$ cat src/rtl/ft245_responder_if.sv
// Signal bundle between an FT245 synchronous FIFO master (FPGA side plus host streams)
// and the device-side responder that stands in for the FT2232H.
interface ft245_responder_if;
  logic       ft_rxf_n;
  logic       ft_txe_n;
  logic       ft_oe_n;
  logic       ft_rd_n;
  logic       ft_wr_n;
  logic       ft_siwu_n;
  logic [7:0] ft_bus_i;
  logic [7:0] ft_bus_o;
  logic       ft_bus_oe;
  logic [7:0] src_data;
  logic       src_valid;
  logic       src_ready;
  logic [7:0] snk_data;
  logic       snk_valid;
  logic       snk_ready;

  // Environment side: drives the FPGA strobes/bus and the host streams.
  modport master (
    input  ft_rxf_n, ft_txe_n, ft_bus_o, ft_bus_oe, src_ready, snk_data, snk_valid,
    output ft_oe_n, ft_rd_n, ft_wr_n, ft_siwu_n, ft_bus_i, src_data, src_valid, snk_ready
  );

  modport slave (
    output ft_rxf_n, ft_txe_n, ft_bus_o, ft_bus_oe, src_ready, snk_data, snk_valid,
    input  ft_oe_n, ft_rd_n, ft_wr_n, ft_siwu_n, ft_bus_i, src_data, src_valid, snk_ready
  );
endinterface

$ cat src/rtl/ft245_responder.sv
// Device-side model of the FTDI synchronous FT245 FIFO: an RX FIFO (host src -> FPGA)
// and a TX FIFO (FPGA -> host snk) with optional rxf_n/txe_n throttling gaps.
module ft245_responder #(
  parameter int DEPTH_LOG2 = 4,
  parameter int TXE_BURST  = 0,
  parameter int TXE_GAP    = 4,
  parameter int RXF_BURST  = 0,
  parameter int RXF_GAP    = 4
) (
  input  logic               i_ft_clkout,
  input  logic               i_rst,
  ft245_responder_if.slave   io_bus,
  output logic               o_err_overrun,
  output logic               o_err_contention
);

  localparam int DEPTH = 1 << DEPTH_LOG2;
  localparam int PW    = DEPTH_LOG2 + 1;
  localparam logic [PW-1:0] FULL_CNT    = PW'(DEPTH);
  localparam logic [15:0]   TXE_BURST_W = 16'(TXE_BURST);
  localparam logic [15:0]   TXE_GAP_W   = 16'(TXE_GAP);
  localparam logic [15:0]   RXF_BURST_W = 16'(RXF_BURST);
  localparam logic [15:0]   RXF_GAP_W   = 16'(RXF_GAP);

  logic [7:0]    r_rx_mem [DEPTH];
  logic [7:0]    r_tx_mem [DEPTH];
  logic [PW-1:0] r_rx_wptr, r_rx_rptr, r_tx_wptr, r_tx_rptr;
  logic [15:0]   r_rx_bytes, r_rx_gap, r_tx_bytes, r_tx_gap;
  logic          r_rxf_n, r_txe_n;
  logic          r_err_overrun, r_err_contention;

  logic [PW-1:0] w_rx_count, w_tx_count, w_rx_count_next, w_tx_count_next;
  logic [15:0]   w_rx_bytes_next, w_rx_gap_next, w_tx_bytes_next, w_tx_gap_next;
  logic          w_rx_push, w_rx_pop, w_tx_push, w_tx_pop;
  logic          w_unused_siwu;

  // Send-immediate has no meaning for this model.
  assign w_unused_siwu = io_bus.ft_siwu_n;

  assign w_rx_count = r_rx_wptr - r_rx_rptr;
  assign w_tx_count = r_tx_wptr - r_tx_rptr;

  assign w_rx_push = io_bus.src_valid && io_bus.src_ready;
  assign w_rx_pop  = !io_bus.ft_rd_n && !io_bus.ft_oe_n && !r_rxf_n;
  assign w_tx_push = !io_bus.ft_wr_n && !r_txe_n;
  assign w_tx_pop  = io_bus.snk_valid && io_bus.snk_ready;

  assign w_rx_count_next = w_rx_count + PW'(w_rx_push) - PW'(w_rx_pop);
  assign w_tx_count_next = w_tx_count + PW'(w_tx_push) - PW'(w_tx_pop);

  assign io_bus.src_ready = !i_rst && (w_rx_count != FULL_CNT);
  assign io_bus.snk_valid = !i_rst && (w_tx_count != '0);
  assign io_bus.snk_data  = r_tx_mem[r_tx_rptr[DEPTH_LOG2-1:0]];
  assign io_bus.ft_bus_o  = r_rx_mem[r_rx_rptr[DEPTH_LOG2-1:0]];
  assign io_bus.ft_bus_oe = ~io_bus.ft_oe_n;
  assign io_bus.ft_rxf_n  = r_rxf_n;
  assign io_bus.ft_txe_n  = r_txe_n;
  assign o_err_overrun    = r_err_overrun;
  assign o_err_contention = r_err_contention;

  // Gap counters count down; the flag stays high while the counter is non-zero.
  always_comb begin
    w_rx_bytes_next = r_rx_bytes;
    w_rx_gap_next   = (r_rx_gap != '0) ? r_rx_gap - 16'd1 : '0;
    if ((RXF_BURST > 0) && w_rx_pop) begin
      if (r_rx_bytes == RXF_BURST_W - 16'd1) begin
        w_rx_bytes_next = '0;
        w_rx_gap_next   = RXF_GAP_W;
      end else begin
        w_rx_bytes_next = r_rx_bytes + 16'd1;
      end
    end
  end

  always_comb begin
    w_tx_bytes_next = r_tx_bytes;
    w_tx_gap_next   = (r_tx_gap != '0) ? r_tx_gap - 16'd1 : '0;
    if ((TXE_BURST > 0) && w_tx_push) begin
      if (r_tx_bytes == TXE_BURST_W - 16'd1) begin
        w_tx_bytes_next = '0;
        w_tx_gap_next   = TXE_GAP_W;
      end else begin
        w_tx_bytes_next = r_tx_bytes + 16'd1;
      end
    end
  end

  // Storage carries no reset; validity is defined by the pointers alone.
  always_ff @(posedge i_ft_clkout) begin
    if (w_rx_push) r_rx_mem[r_rx_wptr[DEPTH_LOG2-1:0]] <= io_bus.src_data;
    if (w_tx_push) r_tx_mem[r_tx_wptr[DEPTH_LOG2-1:0]] <= io_bus.ft_bus_i;
  end

  always_ff @(posedge i_ft_clkout) begin
    if (i_rst) begin
      r_rx_wptr        <= '0;
      r_rx_rptr        <= '0;
      r_tx_wptr        <= '0;
      r_tx_rptr        <= '0;
      r_rx_bytes       <= '0;
      r_rx_gap         <= '0;
      r_tx_bytes       <= '0;
      r_tx_gap         <= '0;
      r_rxf_n          <= 1'b1;
      r_txe_n          <= 1'b1;
      r_err_overrun    <= 1'b0;
      r_err_contention <= 1'b0;
    end else begin
      if (w_rx_push) r_rx_wptr <= r_rx_wptr + PW'(1);
      if (w_rx_pop)  r_rx_rptr <= r_rx_rptr + PW'(1);
      if (w_tx_push) r_tx_wptr <= r_tx_wptr + PW'(1);
      if (w_tx_pop)  r_tx_rptr <= r_tx_rptr + PW'(1);
      r_rx_bytes <= w_rx_bytes_next;
      r_rx_gap   <= w_rx_gap_next;
      r_tx_bytes <= w_tx_bytes_next;
      r_tx_gap   <= w_tx_gap_next;
      r_rxf_n    <= (w_rx_count_next == '0) || (w_rx_gap_next != '0);
      r_txe_n    <= (w_tx_count_next == FULL_CNT) || (w_tx_gap_next != '0);
      if (!io_bus.ft_wr_n && r_txe_n)         r_err_overrun    <= 1'b1;
      if (!io_bus.ft_oe_n && !io_bus.ft_wr_n) r_err_contention <= 1'b1;
    end
  end

endmodule
$ cat src/flat_wrapper.sv
// flat-port wrapper written by rule: the top's interface ports become plain ports
module ft245_responder_flat 
#(
  parameter int DEPTH_LOG2 = 4,
  parameter int TXE_BURST  = 0,
  parameter int TXE_GAP    = 4,
  parameter int RXF_BURST  = 0,
  parameter int RXF_GAP    = 4
)
  (i_ft_clkout, i_rst, o_err_overrun, o_err_contention, io_bus_ft_rxf_n, io_bus_ft_txe_n, io_bus_ft_bus_o, io_bus_ft_bus_oe, io_bus_src_ready, io_bus_snk_data, io_bus_snk_valid, io_bus_ft_oe_n, io_bus_ft_rd_n, io_bus_ft_wr_n, io_bus_ft_siwu_n, io_bus_ft_bus_i, io_bus_src_data, io_bus_src_valid, io_bus_snk_ready);
  ft245_responder_if io_bus_i ();
  input  logic i_ft_clkout;
  input  logic i_rst;
  output logic o_err_overrun;
  output logic o_err_contention;
  output wire logic [$bits(io_bus_i.ft_rxf_n)-1:0] io_bus_ft_rxf_n;
  output wire logic [$bits(io_bus_i.ft_txe_n)-1:0] io_bus_ft_txe_n;
  output wire logic [$bits(io_bus_i.ft_bus_o)-1:0] io_bus_ft_bus_o;
  output wire logic [$bits(io_bus_i.ft_bus_oe)-1:0] io_bus_ft_bus_oe;
  output wire logic [$bits(io_bus_i.src_ready)-1:0] io_bus_src_ready;
  output wire logic [$bits(io_bus_i.snk_data)-1:0] io_bus_snk_data;
  output wire logic [$bits(io_bus_i.snk_valid)-1:0] io_bus_snk_valid;
  input wire logic [$bits(io_bus_i.ft_oe_n)-1:0] io_bus_ft_oe_n;
  input wire logic [$bits(io_bus_i.ft_rd_n)-1:0] io_bus_ft_rd_n;
  input wire logic [$bits(io_bus_i.ft_wr_n)-1:0] io_bus_ft_wr_n;
  input wire logic [$bits(io_bus_i.ft_siwu_n)-1:0] io_bus_ft_siwu_n;
  input wire logic [$bits(io_bus_i.ft_bus_i)-1:0] io_bus_ft_bus_i;
  input wire logic [$bits(io_bus_i.src_data)-1:0] io_bus_src_data;
  input wire logic [$bits(io_bus_i.src_valid)-1:0] io_bus_src_valid;
  input wire logic [$bits(io_bus_i.snk_ready)-1:0] io_bus_snk_ready;
  assign io_bus_ft_rxf_n = io_bus_i.ft_rxf_n;
  assign io_bus_ft_txe_n = io_bus_i.ft_txe_n;
  assign io_bus_ft_bus_o = io_bus_i.ft_bus_o;
  assign io_bus_ft_bus_oe = io_bus_i.ft_bus_oe;
  assign io_bus_src_ready = io_bus_i.src_ready;
  assign io_bus_snk_data = io_bus_i.snk_data;
  assign io_bus_snk_valid = io_bus_i.snk_valid;
  assign io_bus_i.ft_oe_n = io_bus_ft_oe_n;
  assign io_bus_i.ft_rd_n = io_bus_ft_rd_n;
  assign io_bus_i.ft_wr_n = io_bus_ft_wr_n;
  assign io_bus_i.ft_siwu_n = io_bus_ft_siwu_n;
  assign io_bus_i.ft_bus_i = io_bus_ft_bus_i;
  assign io_bus_i.src_data = io_bus_src_data;
  assign io_bus_i.src_valid = io_bus_src_valid;
  assign io_bus_i.snk_ready = io_bus_snk_ready;
  ft245_responder #(.DEPTH_LOG2(DEPTH_LOG2), .TXE_BURST(TXE_BURST), .TXE_GAP(TXE_GAP), .RXF_BURST(RXF_BURST), .RXF_GAP(RXF_GAP)) u_core (.i_ft_clkout(i_ft_clkout), .i_rst(i_rst), .io_bus(io_bus_i), .o_err_overrun(o_err_overrun), .o_err_contention(o_err_contention));
endmodule
$ cat config.mk
export PLATFORM = sky130hd
export DESIGN_NAME = ft245_responder_flat
export DESIGN_NICKNAME = d
export VERILOG_FILES = /design/src/rtl/ft245_responder_if.sv /design/src/rtl/ft245_responder.sv /design/src/flat_wrapper.sv
export SDC_FILE = /design/constraint.sdc
export NUM_CORES = 1
export LEC_CHECK = 0
export ABC_CLOCK_PERIOD_IN_PS = 5300
export BUFFER_PORTS_ARGS = -buffer_cell sky130_fd_sc_hd__buf_4
export CAP_MARGIN = 40
export CELL_PAD_IN_SITES_DETAIL_PLACEMENT = 0
export CELL_PAD_IN_SITES_GLOBAL_PLACEMENT = 1
export CORE_UTILIZATION = 40
export CTS_BUF_LIST = sky130_fd_sc_hd__clkbuf_16
export DETAILED_ROUTE_END_ITERATION = 10
export GPL_TIMING_DRIVEN = 0
export HOLD_SLACK_MARGIN = 0.12
export PLACE_DENSITY = 0.59
export SYNTH_ARGS = -nofsm -noshare
export SYNTH_HDL_FRONTEND = slang
export SYNTH_SLANG_ARGS = --single-unit
$ cat constraint.sdc
create_clock -name i_ft_clkout -period 5.3 [get_ports i_ft_clkout]
set_clock_uncertainty 0.05 [all_clocks]
set_input_delay 0.53 -clock i_ft_clkout [delete_from_list [all_inputs] [get_ports i_ft_clkout]]
set_output_delay 0.53 -clock i_ft_clkout [all_outputs]
set_load 0.01 [all_outputs]
======== Word-level counts from Yosys, hierarchy flattened ========
Memory sizes are Yosys's and may differ from the RTL's. A register that Yosys moved wholly into a read port is not among the register bits.
Cells that the tools add are included.
Widths: inputs -> output; s select.
storage, ports and cells
  RAM bits ................................ 256
  word-level logic and storage cells ...... 60
  input port bits ......................... 24
  register bits ........................... 56
  output and inout port bits .............. 23
  memories kept ........................... 2
memories
  name             words  bits a word  rd ports  clocked after Yosys merged registers in  wr ports  RTL line               RTL
  u_core.r_rx_mem  16     8            1         1                                        1         ft245_responder.sv:25  logic [7:0] r_rx_mem [DEPTH];
  u_core.r_tx_mem  16     8            1         1                                        1         ft245_responder.sv:26  logic [7:0] r_tx_mem [DEPTH];
operators by class
  $add $sub $neg .......................... 12
  muxes and demuxes ....................... 10
  reductions and logical operators ........ 23
  bitwise operators ....................... 1
  equality and inequality tests ........... 2
operators by type and width
  operator               number
  $reduce_bool 16->1     4
  $mux 16                2
  $sub 16x1->16 const B  2
  $add 5x1->5 const B    4
  $mux 4                 4
  $add 5x1->5            2
  $sub 5x1->5            2
  $sub 5x5->5            2
  $logic_and 1x1->1      9
  $logic_not 1->1        6
  $eq 5x5->1 const B     1
  $logic_not 5->1        1
  $ne 5x5->1 const B     1
  $reduce_bool 5->1      1
  $mux 1                 4
  $logic_or 1x1->1       2
  $not 1->1              1

======== Longest topological paths before layout ========
Gate-level depths: netlist of the first run.
  depth after elaboration ................. 8
  mapped depth ............................ 18
  mapped depth without buffers ............ 18

======== Worst setup path after synthesis of the first run ========
Ideal clock, no wire load.
  path type ............................... flip-flop to flip-flop
  from .................................... register u_core.r_tx_wptr[0]
  to ...................................... register u_core.r_txe_n (netlist: u_core.io_bus.ft_txe_n)
  cell stages (with the launch flop) ...... 17
  required time ........................... 5.171 ns
  library setup time ...................... 0.079 ns
  slack ................................... 1.592 ns
  buffers on the path ..................... 0
  clock period less this slack ............ 3.708 ns
  arrival time ............................ 3.579 ns
  cell sequence ........................... dfxtp_1 > inv_1 > ha_1 > inv_1 > fa_1 > xnor2_1 > ha_1 > and3_1 > a211o_1 > inv_1 > ha_1 > inv_1 > ha_1 > fa_1 > xor2_1 > or4_1 > o211ai_1
between the ends
  word-level cells in the longest chain between the ends .. 7
ends and longest elaborated chain
  item                                                 RTL line                RTL
  start, declared                                      ft245_responder.sv:27   logic [PW-1:0] r_rx_wptr, r_rx_rptr, r_tx_wptr, r_tx_rptr;
  start signal, assigned                               ft245_responder.sv:111  if (w_tx_push) r_tx_wptr <= r_tx_wptr + PW'(1);
  $sub 5x5->5 *                                        ft245_responder.sv:41   assign w_tx_count = r_tx_wptr - r_tx_rptr;
  branches (longest 3 deep; another with $add 5x1->5)  --
  $sub 5x1->5 *                                        ft245_responder.sv:49   assign w_tx_count_next = w_tx_count + PW'(w_tx_push) - PW'(w_tx_pop);
  $eq 5x5->1 *                                         ft245_responder.sv:118  r_txe_n <= (w_tx_count_next == FULL_CNT) || (w_tx_gap_next != '0);
  $logic_or 1x1->1 *                                   ft245_responder.sv:118
  end signal, assigned                                 ft245_responder.sv:118
  end, declared                                        ft245_responder.sv:29   logic r_rxf_n, r_txe_n;
Every way passes the cells marked *.
A chain may end at the register's enable or synchronous reset.

======== Worst setup path in the final report of the first run ========
Same ends and word-level chain as after synthesis.

==> results of run 1 <==
[routing by layer]
metal / routed length, um / vias up / part of all wire / GRT usage
met5: 17 / - / 0.00061 / 0
met4: 581 / 2 / 0.021 / 0.0475
met3: 1010 / 49 / 0.036 / 0.0241
met2: 13500 / 138 / 0.48 / 0.273
met1: 12800 / 3755 / 0.46 / 0.239
li1: - / 3368 / - / -
[power groups by stage]
stage / sequential (mW) / combinational (mW) / clock, mW
2_1_floorplan: 3.02 / 1.54 / 0
3_3_place_gp: 3.04 / 1.98 / 0
3_5_place_dp: 3.05 / 2.05 / 0
4_1_cts: 3.00 / 2.06 / 2.44
5_1_grt: 3.02 / 2.26 / 2.53
6_report: 3.00 / 2.03 / 2.37
[area by class of cell]
type	count	area, um2
fillers	2845	17300
repair buffers	57	415
plain buffers	34	146
flip-flops and latches	320	8970
clock inverters	28	243
inverters	33	124
clock buffers	35	876
multi-input cells	433	4290
well taps	442	553
[state kept, by name (all words and copies together) (netlist names), named ones only]
| register | cells |
|---|---|
| u_core.r_rx_mem | 128 |
| u_core.r_tx_mem | 128 |
| u_core.r_rx_gap | 16 |
| u_core.r_tx_gap | 16 |
| u_core.r_rx_rptr | 5 |
| u_core.r_rx_wptr | 5 |
| u_core.r_tx_rptr | 5 |
| u_core.r_tx_wptr | 5 |
| u_core.io_bus.ft_rxf_n | 1 |
| u_core.io_bus.ft_txe_n | 1 |
| u_core.o_err_contention | 1 |
| u_core.o_err_overrun | 1 |
[worst reg2reg max path: stages (launching register included)]
cell	delay, ps
dfxtp_1	360
inv_1	140
ha_1	190
inv_1	60
fa_1	460
xnor2_1	330
ha_1	200
and3_1	240
a211o_1	280
inv_1	70
ha_1	270
inv_1	40
ha_1	200
fa_1	400
xor2_1	150
or4_1	480
o211ai_1	200
[cells by family after synthesis]
logic type,share of synthesized area
AO/OA/AOI/OAI,0.0274
XOR/XNOR,0.0306
adder cells (fa/ha/maj),0.0356
buffers and inverters,0.0200
flip-flops,0.664
multiplexers,0.143
AND/OR/NAND/NOR,0.0797
[Yosys cell counts, types with 9 or more instances]
| library cell | count | area [um2] |
|---|---|---|
| a21oi_1 | 24 | 120 |
| buf_2 | 9 | 45.0 |
| clkbuf_1 | 17 | 63.8 |
| dfxtp_1 | 64 | 1280 |
| edfxtp_1 | 256 | 7690 |
| ha_1 | 32 | 400 |
| inv_1 | 32 | 120 |
| mux4_2 | 80 | 1800 |
| nand2_1 | 32 | 120 |
| nand4_1 | 10 | 62.6 |
| nor2_1 | 86 | 323 |
| nor3_1 | 20 | 100 |
| xnor2_1 | 28 | 245 |
| xor2_1 | 14 | 123 |
[path summary, 6_finish.rpt]
kind,startpoint,to,slack (ps),cells past startpoint
worst max-delay path,u_core.r_tx_wptr[0],u_core.io_bus.ft_txe_n,1110,16
worst min register to register,u_core.o_err_overrun,u_core.o_err_overrun,440,2
worst max register to register,u_core.r_tx_wptr[0],u_core.io_bus.ft_txe_n,1110,16
worst min-delay path,io_bus_ft_bus_i[1],u_core.r_tx_mem[11][1],260,1
[through the flow]
| stage | area (um2) | total power, mW | instances | worst slack (ps) | utilization |
|---|---|---|---|---|---|
| after floorplan | 13500 | 4.56 | 820 | 1590 | - |
| after global placement | 14400 | 5.02 | 1307 | 1220 | 0.438 |
| after detailed placement | 14500 | 5.10 | 1316 | 1140 | 0.440 |
| after CTS | 15600 | 7.50 | 1379 | 1110 | 0.474 |
| after global routing | 15600 | 7.81 | 1382 | 822 | 0.475 |
| final | 15600 | 7.40 | 1382 | 1110 | 0.475 |
==> results.yml, run 1 <==
sta:
  holdWs_ps: 262
  setup_tns_ps: 0
  rsz0062_at_grt: "no"
  drv_slew: 0
  setup_viol: 0
  max_freq_mhz: 239
  min_period_ps: 4190
  worst_pin_slew_ps: 903
  finalCritPeriodShare: 0.790
  report.final.hold_viol_count: 0
  slew_headroom: 0.396
detailed_routing:
  drt_iter0_drc: 505
  postRouteAntennaNets: 0
  drt_drc_violations_left: 0
  drt_pass1_iterations: 4
  vias: 7312
  avgRoutedWirePerCell_um: 20.1
  routed_via_density: 5.29
  wl_um: 27800
pwr:
  pwr-share-comb: 0.274
  internal_power_mw: 5.23
  swShare: 0.293
  powerDensity_nw_per_um2: 474
  clkPwrFrac: 0.320
  p_sw_mw: 2.17
  p_leak_nw: 5.29
  ir_drop_mv: 0.347
  power_frac_seq: 0.406
floorplanning:
  rows: 66
  io_pins: 47
  die_h_um: 186
  fp.dieW_um: 186
  fp.coreArea_um2: 32900
  dieArea_um2: 34500
  start_util: 0.411
logic_synthesis:
  syn_area_um2: 13500
  netlist_instances: 820
  ys_async_sr_fraction: 0
  ys_warn_count: 0
  synth_edf_count: 256
  yosys_most_used_dff: "edfxtp_1"
  seq_area_frac_synth: 0.664
  avgSynthCellArea_um2: 16.5
  ys_types: 60
  ys_seq_elements: 320
  syn_nets: 880
global_route:
  grt.total_usage: 0.169
  grt_max_degree: 17
  grt_antenna_before_repair: 1
  grt_pass1_wl_um: 43800
  grt_pass1_vias: 7719
  grt-ovfl-total: 0
hold_path:
  hold_class: "input pin to register"
clock_tree:
  cts_root_buf: "clkbuf_16"
  worstSkewPairLatency_ps: 510
  cts_resized: 0
  clkTransAtPathRegs_ps: 60
  htree_num_levels: 2
  cts.path.max_buffers: 3
  clock_sinks: 320
  cts_tree: "built"
  cts_hold_buf: 0
  cts_buffers: 35
  post_cts_buffers: 0
cells_and_area:
  diodes: 0
  final_common_cell: "edfxtp_1"
  drive_gt1_frac: 0.231
  num-nets-final: 974
  area_delta_synth_final_pct: 15.6
  mostFrequentLayoutCells: "edfxtp_1 (256), nor2_1 (86), mux4_2 (80)"
placed_design:
  dp_hpwl_um: 19500
  gp_congestion: 0.854
  port_buffers: 45
critical_path:
  critical_path_class: "register to register"
  cp_max_fo: 5
  critPathRequiredTime_ps: 5680
  crit_buf_inv: 4
  slowest_stage: "or4_1"
  cp-start-kind: "register"
  crit_chain: "inv_1 > ha_1 > inv_1 > fa_1 > xnor2_1 > ha_1 > and3_1 > a211o_1 > inv_1 > ha_1 > inv_1 > ha_1 > fa_1 > xor2_1 > or4_1 > o211ai_1"
  cpLargestDelayFamily: "adder cells"
  cpPeakStageDelay_ps: 480
  crit_arrival_ps: 4560
  endpoint_kind: "register"
job:
  drv_cap: 0
outcome:
  status: "finished, final reports clean"
Power figures use the tool's default switching activity.
==> run 2, diff against run 1 <==
--- a/config.mk
+++ b/config.mk
@@ -5,7 +5,7 @@
 export SDC_FILE = /design/constraint.sdc
 export NUM_CORES = 1
 export LEC_CHECK = 0
-export ABC_CLOCK_PERIOD_IN_PS = 5300
+export ABC_CLOCK_PERIOD_IN_PS = 3670
 export BUFFER_PORTS_ARGS = -buffer_cell sky130_fd_sc_hd__buf_4
 export CAP_MARGIN = 40
 export CELL_PAD_IN_SITES_DETAIL_PLACEMENT = 0
@@ -15,7 +15,7 @@
 export DETAILED_ROUTE_END_ITERATION = 10
 export GPL_TIMING_DRIVEN = 0
 export HOLD_SLACK_MARGIN = 0.12
-export PLACE_DENSITY = 0.59
+export PLACE_DENSITY = 0.61
 export SYNTH_ARGS = -nofsm -noshare
 export SYNTH_HDL_FRONTEND = slang
 export SYNTH_SLANG_ARGS = --single-unit
==> constraint.sdc (replaced) <==
create_clock -name i_ft_clkout -period 3.67 [get_ports i_ft_clkout]
set_clock_uncertainty 0.05 [all_clocks]
set_input_delay 0.367 -clock i_ft_clkout [delete_from_list [all_inputs] [get_ports i_ft_clkout]]
set_output_delay 0.367 -clock i_ft_clkout [all_outputs]
set_load 0.01 [all_outputs]
==> results.yml, run 2 (synthesis results as in run 1) <==
outcome:
  status: "finished, final reports clean"
global_route:
  grt_antenna_before_repair: 0
  grt_max_degree: 17
  grt_pass1_vias: 7873
  grt-ovfl-total: 0
  grt_pass1_wl_um: 44500
  grt.total_usage: 0.170
sta:
  finalCritPeriodShare: 0.972
  drv_slew: 0
  setup_viol: 0
  setup_tns_ps: 0
  max_freq_mhz: 280
  report.final.hold_viol_count: 0
  slew_headroom: 0.429
  worst_pin_slew_ps: 854
  min_period_ps: 3570
detailed_routing:
  drt_pass1_iterations: 4
  avgRoutedWirePerCell_um: 19.9
  routed_via_density: 5.24
  drt_drc_violations_left: 0
  vias: 7303
  drt_iter0_drc: 390
  postRouteAntennaNets: 0
  wl_um: 27800
hold_path:
  worstHoldStart: "io_bus_src_data[6]"
  hold_class: "input pin to register"
clock_tree:
  cts.path.max_buffers: 3
  clock_sinks: 320
  htree_num_levels: 2
  worstSkewPairLatency_ps: 500
  cts_root_buf: "clkbuf_16"
  cts_tree: "built"
  cts_buffers: 36
  clkTransAtPathRegs_ps: 60
cells_and_area:
  mostFrequentLayoutCells: "edfxtp_1 (256), nor2_1 (86), mux4_2 (80)"
  area_delta_synth_final_pct: 16.7
  final_common_cell: "edfxtp_1"
  finalNonFillerCells: 1395
  num-nets-final: 989
  diodes: 0
  drive_gt1_frac: 0.250
  fillers: 2841
pwr:
  powerDensity_nw_per_um2: 679
  swShare: 0.295
  power_frac_seq: 0.406
  pwr-share-comb: 0.288
  p_leak_nw: 5.35
  clkPwrFrac: 0.306
  internal_power_mw: 7.55
  p_sw_mw: 3.16
  ir_drop_mv: 0.443
placed_design:
  dp.cells: 1317
  port_buffers: 45
  gp_congestion: 0.840
  dp_hpwl_um: 19300
critical_path:
  crit_arrival_ps: 3940
  critical_path_class: "register to register"
  critPathRequiredTime_ps: 4040
  cp_max_fo: 5
  cpPeakStageDelay_ps: 500
  slowest_stage: "or4_1"
  startpoint: "u_core.r_tx_wptr[0]"
  crit_chain: "inv_4 > ha_4 > inv_1 > fa_2 > a21o_1 > a21oi_2 > xnor2_2 > a211o_1 > inv_1 > ha_1 > inv_2 > ha_4 > fa_2 > or4_1 > o211ai_1"
  cp-start-kind: "register"
  endpoint_kind: "register"
  r2r-start: "u_core.r_tx_wptr[0]"
floorplanning:
  start_util: 0.411
  dieArea_um2: 34500
  fp.coreArea_um2: 32900
  rows: 66
  fp.dieW_um: 186
  io_pins: 47
  die_h_um: 186
job:
  drv_cap: 0
==> run 2: cell types whose count changed in the layout (fill, tap and decap cells not counted), moves of 3 or more <==
cell and delta:
dlygate4sd3_1 +6, ha_1 -4, buf_4 +4, nor3_1 +4, nor3_2 -4, ha_4 +3
xnor2_1 -5, buf_2 +4, dfxtp_1 -3, xnor2_2 +5
==> run 2: per-stage QoR <==
| stage | hold WS (ps) | cell area (um2) | total power, mW | setup slack (ps) | util |
|---|---|---|---|---|---|
| 6_report | 136 | 15800 | 10.7 | 103 | 0.480 |
| 5_1_grt | 127 | 15800 | 11.3 | -8.10 | 0.480 |
| 4_1_cts | 122 | 15700 | 10.8 | -4.04 | 0.477 |
| 3_5_place_dp | 426 | 14500 | 7.38 | -417 | 0.440 |
| 3_3_place_gp | 403 | 14400 | 7.27 | -307 | 0.439 |
| 2_1_floorplan | 407 | 13500 | 6.61 | 8.17 | - |
==> run 2: cell type report <==
| cell class | instances | area, um2 | area share |
|---|---|---|---|
| buffer | 34 | 146 | 0.00928 |
| sequential | 320 | 8980 | 0.569 |
| inverter | 33 | 129 | 0.00817 |
| timing repair buffer | 71 | 526 | 0.0333 |
| clock buffer | 36 | 901 | 0.0571 |
| tap | 442 | 553 | 0.0351 |
| clock inverter | 26 | 174 | 0.0110 |
| multi-input combinational | 433 | 4360 | 0.277 |
==> run 2: critical path: cells and delay by family, from the launching register on <==
kind            cells  cell delay (ps)
compound gates      4              870
fa+ha+maj           5             1310
flops               1              360
buf+inv             4              270
xor+xnor            1              120
simple gates        1              500
==> run 2: power groups by stage <==
stage	Sequential (mW)	Clock (mW)	Combinational, mW
CTS	4.34	3.36	3.06
global placement	4.40	0	2.87
finish	4.35	3.27	3.09
detailed placement	4.41	0	2.97
floorplan	4.36	0	2.25
global route	4.38	3.51	3.42
==> run 2: worst paths after layout <==
kind                            endpoint  slack, ps  cells past startpoint
setup / recovery  u_core.io_bus.ft_txe_n        100                     15
hold reg to reg     u_core.o_err_overrun        430                      2
setup reg to reg  u_core.io_bus.ft_txe_n        100                     15
hold / removal     u_core.r_rx_mem[0][6]        140                      1
==> run 2: repair_timing <==
| item | in CTS | in global routing |
|---|---|---|
| hold buffers | 6 | 0 |
| endpoints found under the hold margin | 80 | 0 |
| setup buffers | 3 | 7 |
| setup endpoints to repair | 2 | 2 |
| gates resized for setup | 12 | 12 |
| pin swaps | 5 | 10 |
==> run 2: metal layers <==
layer	global-route usage	vias up	wire, um
met3	0.0247	47	999
met2	0.288	139	13700
met4	0.0495	0	544
li1	-	3390	-
met5	0	-	0
met1	0.228	3727	12500
